## src/rtl/recv_pkg.sv

```systemverilog
// Shared types and constants for the delayed-pulse link receiver.
// Optional build macro used by the receiver: RECV_GLITCH_FILTER_EN.
package recv_pkg;

    typedef enum logic [1:0] {
        IDLE     = 2'd0,
        MEASURE  = 2'd1,
        WAIT_LOW = 2'd2,
        HOLDOFF  = 2'd3
    } state_e;

    localparam logic [1:0] ERR_SHORT = 2'b01;
    localparam logic [1:0] ERR_LONG  = 2'b10;
    localparam logic [1:0] ERR_EARLY = 2'b11;

    localparam int WIDTH_W = 8;

    function automatic logic maj3(input logic a, input logic b, input logic c);
        return (a & b) | (a & c) | (b & c);
    endfunction

endpackage

```

## src/rtl/sync_edge_det.sv

```systemverilog
// Line synchroniser with rise/fall detection for the pulse receiver.
// With RECV_GLITCH_FILTER_EN defined, a registered 3-sample majority filter sits after s2.
module sync_edge_det
    import recv_pkg::*;
(
    input  logic clk,
    input  logic rst_n,
    input  logic sig_i,
    output logic s_level_o,
    output logic rise_o,
    output logic fall_o
);

    logic s1_q;
    logic s2_q;
    logic s3_q;
    logic level_s;

    // Two-flop synchroniser plus history flop on the filtered level.
    always_ff @(posedge clk or negedge rst_n) begin
        if (!rst_n) begin
            s1_q <= 1'b0;
            s2_q <= 1'b0;
            s3_q <= 1'b0;
        end else begin
            s1_q <= sig_i;
            s2_q <= s1_q;
            s3_q <= level_s;
        end
    end

`ifdef RECV_GLITCH_FILTER_EN
    logic h1_q;
    logic h2_q;
    logic filt_q;

    // Majority of three consecutive samples; a lone high or low sample never wins.
    always_ff @(posedge clk or negedge rst_n) begin
        if (!rst_n) begin
            h1_q   <= 1'b0;
            h2_q   <= 1'b0;
            filt_q <= 1'b0;
        end else begin
            h1_q   <= s2_q;
            h2_q   <= h1_q;
            filt_q <= maj3(s2_q, h1_q, h2_q);
        end
    end

    assign level_s = filt_q;
`else
    assign level_s = s2_q;
`endif

    assign s_level_o = level_s;
    assign rise_o    = level_s & ~s3_q;
    assign fall_o    = ~level_s & s3_q;

endmodule

```

## src/rtl/recv_and_unpack_signal.sv

```systemverilog
// Receive end of the single-wire delayed-pulse link: width check, holdoff, count, timeout.
// Optional build macro: RECV_GLITCH_FILTER_EN (majority filter inside sync_edge_det).
module recv_and_unpack_signal
    import recv_pkg::*;
#(
    parameter int MIN_WIDTH   = 3,
    parameter int MAX_WIDTH   = 6,
    parameter int HOLDOFF_CYC = 290_000,
    parameter int TIMEOUT_CYC = 1_000_000,
    parameter int CNT_W       = 32
) (
    input  logic               clk,
    input  logic               rst_n,
    input  logic               signal,
    output logic               pulse_valid,
    output logic               pulse_err,
    output logic [1:0]         err_code,
    output logic [WIDTH_W-1:0] width_last,
    output logic [15:0]        pulse_cnt,
    output logic               timeout
);

    // MAX_WIDTH must stay below 255 so the saturation value fits the width counter.
    localparam logic [WIDTH_W-1:0] MIN_W   = WIDTH_W'(MIN_WIDTH);
    localparam logic [WIDTH_W-1:0] MAX_W   = WIDTH_W'(MAX_WIDTH);
    localparam logic [WIDTH_W-1:0] SAT_W   = WIDTH_W'(MAX_WIDTH + 1);
    localparam logic [CNT_W-1:0]   HO_LAST = CNT_W'(HOLDOFF_CYC - 1);
    localparam logic [CNT_W-1:0]   TO_LIM  = CNT_W'(TIMEOUT_CYC);
    localparam logic [CNT_W-1:0]   CNT_MAX = {CNT_W{1'b1}};

    logic s_level_s;
    logic rise_s;
    logic fall_s;

    state_e             state_q, state_d;
    logic [WIDTH_W-1:0] width_q, width_d;
    logic [CNT_W-1:0]   hcnt_q, hcnt_d;
    logic [CNT_W-1:0]   tcnt_q, tcnt_d;
    logic               timeout_q, timeout_d;
    logic               valid_q, valid_d;
    logic               err_q, err_d;
    logic [1:0]         code_q, code_d;
    logic [WIDTH_W-1:0] wl_q, wl_d;
    logic [15:0]        pulse_cnt_q, pulse_cnt_d;

    sync_edge_det u_sync (
        .clk       (clk),
        .rst_n     (rst_n),
        .sig_i     (signal),
        .s_level_o (s_level_s),
        .rise_o    (rise_s),
        .fall_o    (fall_s)
    );

    // Next-state, counter and strobe logic.
    always_comb begin
        state_d     = state_q;
        hcnt_d      = hcnt_q;
        valid_d     = 1'b0;
        err_d       = 1'b0;
        code_d      = code_q;
        wl_d        = wl_q;
        pulse_cnt_d = pulse_cnt_q;

        if (rise_s) begin
            width_d = 8'd1;
        end else if (s_level_s && (width_q != SAT_W)) begin
            width_d = width_q + 8'd1;
        end else begin
            width_d = width_q;
        end

        tcnt_d    = (tcnt_q == CNT_MAX) ? tcnt_q : tcnt_q + CNT_W'(1);
        timeout_d = timeout_q | ((TIMEOUT_CYC != 0) && (tcnt_d >= TO_LIM));

        case (state_q)
            IDLE: begin
                if (rise_s) begin
                    state_d = MEASURE;
                end else begin
                    state_d = IDLE;
                end
            end
            MEASURE: begin
                if (fall_s) begin
                    if (width_q > MAX_W) begin
                        // Fall lands exactly on the saturation cycle: still too long.
                        err_d   = 1'b1;
                        code_d  = ERR_LONG;
                        state_d = IDLE;
                    end else if (width_q >= MIN_W) begin
                        valid_d     = 1'b1;
                        wl_d        = width_q;
                        pulse_cnt_d = (pulse_cnt_q == 16'hFFFF) ? pulse_cnt_q
                                                                : pulse_cnt_q + 16'd1;
                        tcnt_d      = {CNT_W{1'b0}};
                        timeout_d   = 1'b0;
                        hcnt_d      = {CNT_W{1'b0}};
                        state_d     = HOLDOFF;
                    end else begin
                        err_d   = 1'b1;
                        code_d  = ERR_SHORT;
                        wl_d    = width_q;
                        state_d = IDLE;
                    end
                end else if (s_level_s && (width_q == SAT_W)) begin
                    err_d   = 1'b1;
                    code_d  = ERR_LONG;
                    state_d = WAIT_LOW;
                end else begin
                    state_d = MEASURE;
                end
            end
            WAIT_LOW: begin
                if (!s_level_s) begin
                    state_d = IDLE;
                end else begin
                    state_d = WAIT_LOW;
                end
            end
            HOLDOFF: begin
                hcnt_d = hcnt_q + CNT_W'(1);
                // Skip the flag right after the accept strobe so strobes never abut.
                if (rise_s && !valid_q) begin
                    err_d  = 1'b1;
                    code_d = ERR_EARLY;
                end else begin
                    err_d  = 1'b0;
                end
                if (hcnt_q == HO_LAST) begin
                    state_d = IDLE;
                end else begin
                    state_d = HOLDOFF;
                end
            end
            default: begin
                state_d = IDLE;
            end
        endcase
    end

    // State, counter and output registers.
    always_ff @(posedge clk or negedge rst_n) begin
        if (!rst_n) begin
            state_q     <= IDLE;
            width_q     <= 8'd0;
            hcnt_q      <= {CNT_W{1'b0}};
            tcnt_q      <= {CNT_W{1'b0}};
            timeout_q   <= 1'b0;
            valid_q     <= 1'b0;
            err_q       <= 1'b0;
            code_q      <= 2'b00;
            wl_q        <= 8'd0;
            pulse_cnt_q <= 16'd0;
        end else begin
            state_q     <= state_d;
            width_q     <= width_d;
            hcnt_q      <= hcnt_d;
            tcnt_q      <= tcnt_d;
            timeout_q   <= timeout_d;
            valid_q     <= valid_d;
            err_q       <= err_d;
            code_q      <= code_d;
            wl_q        <= wl_d;
            pulse_cnt_q <= pulse_cnt_d;
        end
    end

    assign pulse_valid = valid_q;
    assign pulse_err   = err_q;
    assign err_code    = code_q;
    assign width_last  = wl_q;
    assign pulse_cnt   = pulse_cnt_q;
    assign timeout     = timeout_q;

endmodule

```

## config.mk

```make
export PLATFORM = sky130hd
export DESIGN_NAME = recv_and_unpack_signal
export DESIGN_NICKNAME = d
export VERILOG_FILES = /design/src/rtl/recv_pkg.sv /design/src/rtl/sync_edge_det.sv /design/src/rtl/recv_and_unpack_signal.sv
export SDC_FILE = /design/constraint.sdc
export NUM_CORES = 1
export LEC_CHECK = 0
export CORE_MARGIN = 2
export CORE_UTILIZATION = 50
export CTS_BUF_LIST = sky130_fd_sc_hd__clkbuf_16
export DETAILED_ROUTE_END_ITERATION = 10
export PLACE_DENSITY_LB_ADDON = 0.2
export SYNTH_ARGS = -nofsm -noshare
export SYNTH_HDL_FRONTEND = slang
export SYNTH_SLANG_ARGS = --single-unit
```

## constraint.sdc

```tcl
create_clock -name clk -period 3.53 [get_ports clk]
set_input_delay 0.8825 -clock clk [delete_from_list [all_inputs] [get_ports clk]]
set_output_delay 0.8825 -clock clk [all_outputs]
set_load 0.02 [all_outputs]
```

Word-level counts from Yosys, hierarchy flattened
Cells that the tools add are included.

operators by class
  reductions and logical operators = 11
  muxes and demuxes = 39
  add/sub/neg operators = 4
  $lt $le $gt $ge = 3
  equality and inequality tests = 14
  bitwise gates (word level) = 7

operators by type and width
  operator                                                             count
  two-way mux 32 bit                                                   8
  adder 32 x 1 -> 32 bit, second input constant                        2
  one-hot mux 32 bit (2 select lines)                                  1
  equality test 32 x 19 -> 1 bit, second input constant                1
  equality test 32 bit, second input constant                          1
  greater-or-equal comparator 32 x 20 -> 1 bit, second input constant  1
  two-way mux 2 bit                                                    11
  adder 16 x 1 -> 16 bit, second input constant                        1
  equality test 16 bit, second input constant                          1
  two-way mux 8 bit                                                    2
  two-way mux 1 bit                                                    14
  adder 8 x 1 -> 8 bit, second input constant                          1
  equality test 8 x 3 -> 1 bit, second input constant                  1
  greater-or-equal comparator 8 x 2 -> 1 bit, second input constant    1
  greater-than comparator 8 x 3 -> 1 bit, second input constant        1
  inequality test 2 bit, second input constant                         4
  inequality test 8 x 3 -> 1 bit, second input constant                1
  one-hot mux 2 bit (4 select lines)                                   1
  AND reduction 4 bit                                                  2
  AND reduction 5 bit                                                  1
  equality test 2 bit, second input constant                           2
  inequality test 4 bit, second input constant                         1
  NOT 1 bit                                                            4
  one-hot mux 2 bit (2 select lines)                                   1
  10 further kinds                                                     14

storage, ports and cells
  register bits = 106
  output and inout port bits = 29

Longest topological paths before layout
  depth in word-level cells = 8
  gate-level depth with buffers = 11
  mapped depth without buffers = 9

Modules after synthesis
Synthesis repeated with hierarchy kept, for this count alone.

second synthesis, totals
  cells, all modules = 598
  area, all modules = 5581.6 µm²

modules (own cells, without submodules)
  module                  area an instance (µm²)  cells each  instances
  recv_and_unpack_signal  5491.5                  593         1
  sync_edge_det           90.1                    5           1

Worst setup path after synthesis
No wires, ideal clock.

  path type = reg-to-reg
  start point = reg tcnt_q[13]
  end point = reg timeout_q, in the netlist timeout
  setup slack = 0.815 ns
  buffers on the path = 3
  clock period less this slack = 2.715 ns
  data required time = 3.408 ns
  stages on the path, launching flop included = 11
  arrival = 2.594 ns
  setup time = 0.122 ns
  cell sequence = dfrtp_1 buf_6 and3_4 buf_6 and3_4 buf_6 and3_1 or4_2 mux2i_1 or4_1 a32o_1

between the ends
  word-level cells in the longest chain between the ends = 8

ends and longest elaborated chain
  item                                                            line                           text
  start: declaration                                              recv_and_unpack_signal.sv:38   logic [CNT_W-1:0] tcnt_q, tcnt_d;
  start signal: assignment                                        recv_and_unpack_signal.sv:148  tcnt_q <= {CNT_W{1'b0}};
  start signal: assignment                                        recv_and_unpack_signal.sv:159  tcnt_q <= tcnt_d;
  adder 32 x 1 -> 32 bit or equality test 32 bit (tied branches)  recv_and_unpack_signal.sv:73   tcnt_d = (tcnt_q == CNT_MAX) ? tcnt_q : tcnt_q + CNT_W'(1);
  two-way mux 32 bit *                                            recv_and_unpack_signal.sv:73
  greater-or-equal comparator 32 x 20 -> 1 bit *                  recv_and_unpack_signal.sv:74   timeout_d = timeout_q | ((TIMEOUT_CYC != 0) && (tcnt_d >= TO_LIM));
  OR 1 bit *                                                      recv_and_unpack_signal.sv:74
  two-way mux 1 bit                                               recv_and_unpack_signal.sv:91   end else if (width_q >= MIN_W) begin
  two-way mux 1 bit                                               recv_and_unpack_signal.sv:86   if (width_q > MAX_W) begin
  two-way mux 1 bit                                               recv_and_unpack_signal.sv:85   if (fall_s) begin
  two-way mux 1 bit *                                             recv_and_unpack_signal.sv:76   case (state_q)
  via timeout_d                                                   recv_and_unpack_signal.sv:39   logic timeout_q, timeout_d;
  end signal: assignment                                          recv_and_unpack_signal.sv:160  timeout_q <= timeout_d;
  end: declaration                                                recv_and_unpack_signal.sv:39

The timed path passes the listed nets; every way through them passes the cells marked *.
A chain may end at the register's enable or synchronous reset.

Worst setup path after layout
  start point = reg tcnt_q[0]
  end point = reg timeout_q, in the netlist timeout

The elaborated chain is that of the path after synthesis.

==> qor.yml <==
drive_gt1_share_pct: 6.42
crit_path_max_incr_delay_ns: 0.55
cts_tree: "yes"
path_max_fanout: 8
antenna_cells: 0
clk_latency_ns: 0.35
syn_area_um2: 5610
syn_nets: 597
start_util_pct: 51.5
die_w_um: 110
pwr-share-clk_pct: 35.6
register_area_um2: 2650
crit_chain: "ha_1 -> nand4_2 -> nor4_4 -> a311oi_4 -> a311oi_1 -> a31oi_1 -> or4_1 -> a32o_1"
utilization_pct: 58.6
grt-ovfl-total: 0
critPathRequiredTime_ns: 3.78
synth_cell_type_count: 61
switching_share_pct: 28.5
rsz0062_at_grt: "false"
min_path_type: "reg -> reg"
most-common-layout-cells: "106 x dfrtp_1, 73 x nor2_1, 59 x nand2_1, 44 x nand3_1, 34 x xnor2_1"
setup_tns_ns: 0
final_hold_viol_count: 0
rrSetupSlack_ns: 0.69
setup_violations: 0
ys_async_sr_fraction_pct: 100
arrival_ns: 3.08
p_leak_nw: 2.74
p_sw_mw: 0.905
finClkSkew_ns: 0.00827
die-area_um2: 12100
portBuffers: 31
intPower_mw: 2.27
cts.hold.buffers_added: 0
period_needed_ns: 2.84
num_rows: 38
wl_per_cell_um: 15.7
hpwl_um: 8260
maxCapViolCount: 0
min_from: "u_sync.s1_q"
syn_avg_cell_area_um2: 9.52
cts_resized: 0
grt_pass1_wl_um: 20500
synth_edf_count: 0
vias: 4519
synth_cells: 589
synthFlopType: "dfrtp_1"
layout.nets: 626
reg2reg_to: "timeout"
status: "complete, no violations"
pin_count: 32
powerDensity_nw_per_um2: 498
drt-total-wl_um: 12000
hold_path_depth: 0
antenna_found_initial: 0
drc_errors: 0
cts.htree.levels: 3
grt_pass1_vias: 4337
track_usage_pct: 21.7
power.total_mw: 3.17
r2r_start: "tcnt_q[0]"
cts_buffers: 9
core_um2: 10900
vdd_drop_max_mv: 0.368
gp_congestion: 0.845
multiInputGateArea_um2: 2800
cts_setup_buffers: 0
clk_path_buf_depth: 2
r2r_cells: 8
min_to: "u_sync.s_level_o"
combPwrFrac_pct: 17.5
relSlewSlack_pct: 52.6
pre_cts_ws_ns: 0.710
start_kind: "register"
layout_commonest_cell: "dfrtp_1"
min_period_over_period_pct: 80.3
seq_area_frac_synth_pct: 47.3
worst_slack_ns: 0.694
seqPwrFrac_pct: 46.9
critical-path-slowest-cell: "nor4_4"
ant_nets: 0
fill_cells: 940
clkSinkCount: 106
path_buf_inv: 0
end_kind: "register"
grt_max_degree: 55
cp_top_family: "simple AND/OR/NAND/NOR gates"
yosysWarningCount: 0
viasPerCell: 5.92
area.growth.synth_to_final_pct: 13.8
drt_pass1_iterations: 5
drtIter0Drc: 314
ys_ff_latch: 106
max_freq_mhz: 353
criticalPathCategory: "reg -> reg"
root_buffer: "clkbuf_16"
max_slew.worst_pin.slew_ns: 0.707
drv_slew: 0
clk_pin_slew_worst_paths_ns: 0.07
fp.dieH_um: 110
-- state kept, by name, summed over array words and instances (netlist names) --
name / flops
hcnt_q: 32
tcnt_q: 32
pulse_cnt: 16
timeout: 1
state_q: 2
u_sync.s_level_o: 1
width_q: 8
pulse_valid: 1
u_sync.s1_q: 1
u_sync.s3_q: 1
width_last: 8
pulse_err: 1
err_code: 2
-- power groups by stage --
stage / Combinational [mW] / Clock [mW] / Sequential (mW)
after floorplan: 0.331 / 0 / 1.52
after global placement: 0.546 / 0 / 1.50
after detailed placement: 0.558 / 0 / 1.51
after CTS: 0.561 / 1.16 / 1.49
after global routing: 0.623 / 1.22 / 1.51
final: 0.556 / 1.13 / 1.49
-- synth_stat cells (4+ instances only) --
library cell / n / area, µm²
nor3_1: 10 / 50.1
mux2i_1: 10 / 100
or3_1: 6 / 37.5
and2_1: 10 / 62.6
inv_1: 10 / 37.5
a21oi_1: 8 / 40.0
o31ai_1: 12 / 90.1
nand3_1: 44 / 220
nand4_1: 25 / 156
and3_1: 15 / 93.8
a31oi_1: 8 / 50.1
clkbuf_1: 9 / 33.8
ha_1: 5 / 62.6
buf_2: 4 / 20.0
nor2_1: 73 / 274
o21a_1: 4 / 30.0
dfrtp_1: 106 / 2650
and4_1: 4 / 35.0
o211ai_1: 6 / 45.0
buf_1: 5 / 18.8
nand2_1: 59 / 221
o21ai_0: 28 / 140
xnor2_1: 34 / 298
nor4_1: 13 / 81.3
xor2_1: 19 / 166
-- worst max path at each step --
stage                           from      end  cells past startpoint
final                      tcnt_q[0]  timeout                      8
after global routing       tcnt_q[0]  timeout                      8
after CTS                  tcnt_q[0]  timeout                      8
after detailed placement   tcnt_q[0]  timeout                      8
after global placement     tcnt_q[0]  timeout                      9
after floorplan           tcnt_q[13]  timeout                     10
-- through the flow --
| step | std cells | area, µm² | hold WS [ns] |
|---|---|---|---|
| 2_1_floorplan | 589 | 5610 | 0.331 |
| 3_3_place_gp | 747 | 6040 | 0.334 |
| 3_5_place_dp | 747 | 6040 | 0.346 |
| 4_1_cts | 763 | 6380 | 0.369 |
| 5_1_grt | 763 | 6380 | 0.398 |
| 6_report | 763 | 6380 | 0.366 |
-- per-layer routing --
layer	track usage (%)	vias to the layer above	share of wire (%)
met1	29.1	2194	47
met3	6.11	14	4.8
li1	-	2190	-
met2	34.8	121	47
met4	5.24	0	1.2
met5	0	-	0
-- cell type report --
cell class | instances | share of cell area (%)
inverter | 11 | 0.647
clock buffer | 9 | 3.53
clock inverter | 7 | 1.71
timing repair buffer | 40 | 5.88
tap | 140 | 2.75
sequential | 106 | 41.6
multi-input combinational | 450 | 43.9
-- worst reg2reg max path, cell delays in order (launching register included) --
cell and delay, ns:
dfrtp_1 0.41, ha_1 0.24, nand4_2 0.17, nor4_4 0.55, a311oi_4 0.20, a311oi_1 0.33, a31oi_1 0.07, or4_1 0.55
a32o_1 0.22
-- kinds of logic after synthesis --
group | count (synthesis) | synth area share (%)
and+or+nand+nor | 282 | 26.1
xor gates and xnor gates | 53 | 8.28
adders and majority gates | 5 | 1.12
DFF | 106 | 47.3
buffers and inverters | 33 | 2.72
muxes | 12 | 2.19
AOI/OAI and AO/OA | 98 | 12.3
No activity file was read; power rests on OpenSTA's default activity.
